`config.mk`:
```
export PLATFORM = sky130hd
export DESIGN_NAME = dial_emu_multi
export DESIGN_NICKNAME = d
export VERILOG_FILES = /design/src/rtl/dial_emu_multi.sv
export SDC_FILE = /design/constraint.sdc
export NUM_CORES = 1
export LEC_CHECK = 0
export BUFFER_PORTS_ARGS = -buffer_cell sky130_fd_sc_hd__buf_2
export CORE_MARGIN = 2
export CORE_UTILIZATION = 45
export CTS_BUF_LIST = sky130_fd_sc_hd__clkbuf_8
export CTS_CLUSTER_DIAMETER = 100
export DETAILED_ROUTE_END_ITERATION = 10
export GPL_TIMING_DRIVEN = 0
export SLEW_MARGIN = 25
export SYNTH_ARGS = -nofsm -noshare
export SYNTH_HDL_FRONTEND = slang
export SYNTH_SLANG_ARGS = --single-unit
export TNS_END_PERCENT = 100
```
`constraint.sdc`:
```
create_clock -name clk_sys -period 3.1 [get_ports clk_sys]
set_clock_uncertainty 0.05 [all_clocks]
set_input_delay 0.155 -clock clk_sys [delete_from_list [all_inputs] [get_ports clk_sys]]
set_output_delay 0.155 -clock clk_sys [all_outputs]
set_load 0.02 [all_outputs]
```
`src/rtl/dial_emu_multi.sv`:
```
// Digital-to-dial emulator: turns per-player inc/dec button levels into
// quadrature or legacy level-code dial signals, with a shared step-rate
// prescaler, per-channel invert, hold acceleration and a wrapping position.
module dial_emu_multi #(
   parameter int CHANNELS  = 2,
   parameter int DIV_W     = 16,
   parameter int CNT_W     = 8,
   parameter int ACCEL_EN  = 1,
   parameter int ACC_STEPS = 16
) (
   input  logic                      clk_sys,
   input  logic                      reset_n,
   input  logic [CHANNELS-1:0]       enable,
   input  logic [CHANNELS-1:0]       invert,
   input  logic                      mode,
   input  logic [DIV_W-1:0]          rate,
   input  logic [CHANNELS-1:0]       btn_inc,
   input  logic [CHANNELS-1:0]       btn_dec,
   output logic [2*CHANNELS-1:0]     dial_out,
   output logic [CNT_W*CHANNELS-1:0] position,
   output logic                      tick
);

   localparam int         SW      = $clog2(ACC_STEPS + 1);
   localparam logic [2:0] IV_INIT = (ACCEL_EN != 0) ? 3'd4 : 3'd1;

   typedef enum logic [1:0] {ST_IDLE, ST_RUN, ST_GAP} ch_state_t;

   logic [DIV_W-1:0] pre_cnt;
   logic             wrap;
   logic             mode_q;
   logic             mode_chg;

   assign wrap     = (pre_cnt == rate);
   assign tick     = reset_n & wrap;
   assign mode_chg = mode ^ mode_q;

   // Prescaler: counts 0..rate; an over-range count after a rate drop restarts at 0.
   always_ff @(posedge clk_sys or negedge reset_n) begin
      if (!reset_n) pre_cnt <= '0;
      else if (pre_cnt >= rate) pre_cnt <= '0;
      else pre_cnt <= pre_cnt + 1'b1;
   end

   // Previous mode, used to detect a mode change on any clock.
   always_ff @(posedge clk_sys or negedge reset_n) begin
      if (!reset_n) mode_q <= 1'b0;
      else mode_q <= mode;
   end

   for (genvar k = 0; k < CHANNELS; k++) begin : g_ch
      ch_state_t        st, st_n;
      logic             ldir, ldir_n;
      logic [2:0]       sub, sub_n, iv, iv_n;
      logic [SW-1:0]    stp, stp_n;
      logic [1:0]       dial, dial_n, level;
      logic [CNT_W-1:0] pos, pos_n;
      logic             d_inc, d_dec, d_none, step;

      // Channel state register.
      always_ff @(posedge clk_sys or negedge reset_n) begin
         if (!reset_n) begin
            st   <= ST_IDLE;
            ldir <= 1'b0;
            sub  <= '0;
            iv   <= IV_INIT;
            stp  <= '0;
            dial <= 2'b11;
            pos  <= '0;
         end else begin
            st   <= st_n;
            ldir <= ldir_n;
            sub  <= sub_n;
            iv   <= iv_n;
            stp  <= stp_n;
            dial <= dial_n;
            pos  <= pos_n;
         end
      end

      // Next-state, step timing, acceleration and dial encoding.
      always_comb begin
         st_n   = st;
         ldir_n = ldir;
         sub_n  = sub;
         iv_n   = iv;
         stp_n  = stp;
         dial_n = dial;
         pos_n  = pos;
         step   = 1'b0;
         d_inc  = invert[k] ? btn_dec[k] : btn_inc[k];
         d_dec  = invert[k] ? btn_inc[k] : btn_dec[k];
         d_none = (d_inc == d_dec);
         // level code lags the state by one clock because it is built from the current state
         level  = (st == ST_RUN) ? (ldir ? 2'b10 : 2'b01) : 2'b11;

         if (mode_chg || !enable[k]) begin
            st_n   = ST_IDLE;
            sub_n  = '0;
            stp_n  = '0;
            iv_n   = IV_INIT;
            dial_n = 2'b11;
         end else begin
            case (st)
               ST_IDLE: begin
                  if (!d_none) begin
                     st_n   = ST_RUN;
                     ldir_n = d_inc;
                     sub_n  = '0;
                     stp_n  = '0;
                     iv_n   = IV_INIT;
                  end
               end
               ST_RUN: begin
                  if (d_none) begin
                     st_n  = ST_IDLE;
                     sub_n = '0;
                     stp_n = '0;
                     iv_n  = IV_INIT;
                  end else if (d_inc != ldir) begin
                     st_n = ST_GAP;
                  end else if (wrap) begin
                     if (sub + 3'd1 == iv) begin
                        step  = 1'b1;
                        sub_n = '0;
                        if (ACCEL_EN != 0) begin
                           if (stp == SW'(ACC_STEPS - 1)) begin
                              stp_n = '0;
                              iv_n  = (iv > 3'd1) ? (iv >> 1) : 3'd1;
                           end else begin
                              stp_n = stp + 1'b1;
                           end
                        end
                     end else begin
                        sub_n = sub + 3'd1;
                     end
                  end
               end
               ST_GAP: begin
                  if (wrap) begin
                     st_n   = d_none ? ST_IDLE : ST_RUN;
                     ldir_n = d_none ? ldir : d_inc;
                     sub_n  = '0;
                     stp_n  = '0;
                     iv_n   = IV_INIT;
                  end
               end
               default: st_n = ST_IDLE;
            endcase

            if (step) pos_n = ldir ? pos + 1'b1 : pos - 1'b1;

            if (mode) begin
               dial_n = level;
            end else if (step) begin
               case ({ldir, dial})
                  3'b1_11: dial_n = 2'b10;
                  3'b1_10: dial_n = 2'b00;
                  3'b1_00: dial_n = 2'b01;
                  3'b1_01: dial_n = 2'b11;
                  3'b0_11: dial_n = 2'b01;
                  3'b0_01: dial_n = 2'b00;
                  3'b0_00: dial_n = 2'b10;
                  3'b0_10: dial_n = 2'b11;
                  default: dial_n = 2'b11;
               endcase
            end
         end
      end

      assign dial_out[2*k +: 2]         = dial;
      assign position[CNT_W*k +: CNT_W] = pos;
   end

endmodule

```
======== After elaboration in Yosys (flattened, before gate mapping) ========
Memory sizes are Yosys's and may differ from the RTL's.
Cells that the tools add are included.
storage, ports and cells
  bits in registers ....................... 65
  bits in read-only memories .............. 32
  word-level logic and storage cells ...... 187
  memories kept ........................... 2
memory list
  memory            depth  bits a word  read ports  clocked after memory_dff  write ports  line  source
  (name not given)  8      2            1           0                         0            156   case ({ldir, dial})
  (name not given)  8      2            1           0                         0            156
operators by class
  add/subtract/negate cells ............... 9
  $lt $le $gt $ge ......................... 3
  equality and inequality tests ........... 29
  mux-type cells .......................... 100
  bitwise logic cells ..................... 4
  reductions and logical operators ........ 24
operators by type and width
  cell                                                                number
  3-bit 2-to-1 mux                                                    28
  5-bit 2-to-1 mux                                                    15
  2-bit 2-to-1 mux                                                    22
  3-bit one-hot mux with 3 select lines                               4
  5-bit one-hot mux with 3 select lines                               2
  4-bit by 2-bit != test with 1-bit output, second input constant     6
  1-bit 2-to-1 mux                                                    22
  16-bit by 1-bit adder with 16-bit output, second input constant     1
  8-bit by 1-bit adder with 8-bit output, second input constant       2
  16-bit == test                                                      1
  16-bit greater-or-equal comparator                                  1
  16-bit 2-to-1 mux                                                   1
  8-bit 2-to-1 mux                                                    2
  8-bit by 1-bit subtractor with 8-bit output, second input constant  2
  7-bit AND reduction                                                 2
  3-bit != test, second input constant                                4
  2-bit one-hot mux with 3 select lines                               2
  3-bit AND reduction                                                 4
  6-bit AND reduction                                                 2
  5-bit by 1-bit adder with 5-bit output, second input constant       2
  5-bit by 4-bit == test with 1-bit output, second input constant     2
  5-bit AND reduction                                                 2
  4-bit by 3-bit != test with 1-bit output, second input constant     2
  4-bit != test, second input constant                                2
  other kinds (19)                                                    36

======== Longest topological paths before layout ========
  depth after elaboration ................. 11
  depth in mapped cells ................... 10
  mapped depth without buffers ............ 8

======== Worst setup path before layout ========
No wires, ideal clock.
  kind .................................... register to register
  from .................................... reg pre_cnt[14]
  to ...................................... reg g_ch[0].pos[1]
  library setup time ...................... 125 ps
  data arrival time ....................... 2281 ps
  data required time ...................... 2925 ps
  slack ................................... 644 ps
  stages on the path, launching flop included .. 6
  path buffers ............................ 0
  clock period less this slack ............ 2456 ps
  path through ............................ dfrtp_1 -> ha_1 -> nand4_4 -> or4_4 -> or4_4 -> mux2_4
on the way
  word-level cells in the longest chain between the ends .. 7
RTL lines
  what                                  line  source
  start: declaration                    29    logic [DIV_W-1:0] pre_cnt;
  start signal: assignment              42    else pre_cnt <= pre_cnt + 1'b1;
  16-bit == test                        34    assign wrap = (pre_cnt == rate);
  1-bit 2-to-1 mux                      122   end else if (wrap) begin
  1-bit 2-to-1 mux                      120   end else if (d_inc != ldir) begin
  1-bit 2-to-1 mux                      115   if (d_none) begin
  1-bit 2-to-1 mux                      104   case (st)
  1-bit 2-to-1 mux                      97    if (mode_chg || !enable[k]) begin
  2-bit AND reduction (no source line)  -
  end signal: assignment                77    pos <= pos_n;
  end: declaration                      57    logic [CNT_W-1:0] pos, pos_n;
Every way passes these cells. The select of a mux whose other input is x is not followed.
A chain may end at the register's enable or synchronous reset.

======== Final worst setup path ========
  from .................................... reg pre_cnt[6]
  to ...................................... reg g_ch[1].iv[2]
on the way
  word-level cells in the longest chain between the ends .. 3
  elaborated cells on any way between the ends .. 4
  those cells by class .................... eq/ne: 3; reduce/logical: 1
RTL lines
  what                                                                                               line  source
  16-bit == test *                                                                                   34
  4-bit by 3-bit != test with 1-bit output (no source line) / 3-bit != test (equally long branches)  -
  7-bit AND reduction (no source line) *                                                             -
  end signal: assignment                                                                             74    iv <= iv_n;
  end: declaration                                                                                   54    logic [2:0] sub, sub_n, iv, iv_n;
Mark *: on every way between the ends. The rest lies on a longest branch, timed or not.

==> results.ini <==
[synthesis]
synth_enable_flop_cells = 0
ys_dominant_reg_cell = sky130_fd_sc_hd__dfrtp_1
ys.warnings.count = 0
synthesis.instances = 454
mappedNetlistNets = 516
avg_inst_size_synth_sq_um = 9.45
synthDistinctLibCells = 65
synth-async-reset-ratio = 1.00
synth.yosys.seq_area_share = 0.381
syn_area_sq_mm = 0.00429
ys_ff_latch = 65

[sta]
fin_crit_period_ns = 2.70
setup_viol = 0
timing_max_transition_violations_final = 0
final.period_utilization = 0.871
tns_ns = 0
finalHoldViolCount = 0
final.hold.worst_slack_ns = 0.141
worst_slew_pin_slew_ns = 0.639
worst_slew_margin_rel = 0.571
fmax_ghz = 0.370
unrepaired_setup_endpoints_after_global_routing = false

[outcome]
outcome = complete, no violations

[worst_setup_path]
timing.critical_path.from = pre_cnt[6]
timing_worst_setup_path_type = register to register
timing.critical_path.required_ns = 3.31
worstPathMaxFanout = 7
start_kind = register
worstPathArrival_ns = 2.91
reg2regPathDepth = 7
critPathCaptureType = register
timing.rr.start = pre_cnt[6]

[clocking]
numClockSinks = 65
cts_max_level = 3
cts_made_buffers = 9
cts-resized-gates = 0
clk_pin_slew_ns = 0.07
worst_skew_pair.late_latency_ns = 0.34
cts_buffer_depth = 2
clockRootBuffer = sky130_fd_sc_hd__clkbuf_8
clock_tree_from_tritoncts = yes

[floorplan]
fp.dieArea_sq_mm = 0.0103
coreArea_sq_mm = 0.00924
io_pins = 48
initial_utilization = 0.464
die_h_um = 102
fp.dieW_um = 102
floorplan.rows = 35

[finish]
layout-drive-gt1-share = 0.177
layout_common_cells = sky130_fd_sc_hd__dfrtp_1 (59), sky130_fd_sc_hd__buf_2 (48), sky130_fd_sc_hd__nor2_1 (42)
antenna_cells_inserted = 0
design.final.nets = 578
layout.cells.most_common = sky130_fd_sc_hd__dfrtp_1
post_synthesis_to_final_layout_area_growth_pct = 15.2

[global_routing]
gr-usage-all-layers = 0.185
maximum_number_of_pins_on_one_net_before_global_route_repair = 48
globalRouteOverflowTotal = 0
grt_pass1_vias = 3433
grt_pass1_wl_mm = 15.4
initial_antenna_violation_count = 0

[detailed_routing]
avgViaCountPerCell = 5.29
antenna_left = 0
detail_route.iter0.violations = 78
detailedRoute.firstPassIterationCount = 4
avgRoutedWirePerCell_um = 13.6
detailroute.via_count = 3433
totalWireLength_mm = 8.81
remaining_drc_errors = 0

[power]
standby_leakage_power_nw = 2.46
max-vdd-ir-drop_v = 0.000218
pwr_density_cell_mw_per_mm2 = 455

[hold_path]
hp-class = input port to register
hold-path-cell-count = 3
min-delay-start = enable[0]

[placed_design]
gp_congestion = 0.840
port_buffers = 47
dp_hpwl_mm = 6.62

[job]
drv.max_cap_violation_count = 0

## worst max-delay path, cell delays in order (launching register included)
cell and delay, ns:
sky130_fd_sc_hd__dfrtp_1 0.43, sky130_fd_sc_hd__ha_1 0.31, sky130_fd_sc_hd__nand4_1 0.23, sky130_fd_sc_hd__nor4_4 0.48
sky130_fd_sc_hd__nand2b_1 0.17, sky130_fd_sc_hd__a41oi_2 0.38, sky130_fd_sc_hd__nand3_1 0.19, sky130_fd_sc_hd__a221o_1 0.38
## logic make-up (layout without fill, tap and decap cells)
family / count (synthesis) / in the layout / synth area share
multiplexers: 7 / 7 / 0.0184
AO/OA/AOI/OAI: 102 / 102 / 0.160
XOR/XNOR: 43 / 43 / 0.0977
AND/OR/NAND/NOR: 165 / 165 / 0.203
flip-flops: 65 / 65 / 0.381
buffers and inverters: 37 / 103 / 0.0347
adder cells (fa/ha/maj): 35 / 35 / 0.106
## worst paths after layout
kind | to | slack (ns)
worst max-delay path | g_ch[1].iv[2] | 0.40
worst min-delay path | g_ch[0].st[1] | 0.14
worst max register to register | g_ch[1].iv[2] | 0.40
worst min register to register | g_ch[1].pos[7] | 0.41
max in group asynchronous | g_ch[1].dial[1] | 2.22
min in group asynchronous | g_ch[1].stp[1] | 0.20
## metal layers
metal / GRT usage / vias to the layer above / wire length [um]
li1: - / 1744 / -
met1: 0.245 / 1624 / 4260
met2: 0.301 / 55 / 4110
met3: 0.0366 / 10 / 334
met4: 0.0634 / 0 / 109
met5: 0 / - / 0
## timing repair
action,4_1_cts,5_1_grt
hold buffers,3,0
buffers inserted,0,0
endpoints found under the hold margin,62,0
endpoints found under the setup margin,0,0
## power by group
group,switching [mW],internal [mW]
Clock,0.328,0.406
Combinational,0.297,0.223
Sequential,0.0809,0.913
Total,0.706,1.54
## layout make-up
type,count,area (sq um)
buffer,7,36.3
clock buffer,11,151
clock inverter,4,43.8
fill,849,4300
inverter,30,113
multi-input combinational,352,2510
sequential,65,1630
tap,129,161
timing repair buffer,51,295
## flip-flops by register name, indices dropped and copies added, names as in the netlist
register,count
g_ch.ldir,2
g_ch.stp,10
g_ch.iv,6
g_ch.sub,6
g_ch.dial,4
mode_q,1
g_ch.st,4
g_ch.pos,16
pre_cnt,16
## cells in the mapped netlist (all sizes together), types with 5 or more instances
cell type / number / share of area
a21o: 9 / 0.016
a21oi: 21 / 0.025
a31oi: 5 / 0.0073
and3: 7 / 0.010
dfrtp: 59 / 0.34
dfstp: 6 / 0.037
ha: 33 / 0.096
inv: 30 / 0.026
nand2: 39 / 0.034
nand2b: 7 / 0.012
nand3: 20 / 0.023
nand4: 9 / 0.018
nor2: 42 / 0.037
nor2b: 7 / 0.010
nor3: 11 / 0.013
o21ai: 36 / 0.046
xnor2: 21 / 0.046
xor2: 20 / 0.041
## per-stage QoR
stage	util	cell area [sq um]	setup slack, ns	std cells	power (mW)
floorplan	-	4290	0.644	454	1.38
global placement	0.507	4690	0.375	630	1.51
detailed placement	0.510	4720	0.399	631	1.53
CTS	0.535	4940	0.377	649	2.27
global route	0.535	4940	0.173	649	2.40
finish	0.535	4940	0.401	649	2.25
Power figures use the tool's default switching activity.
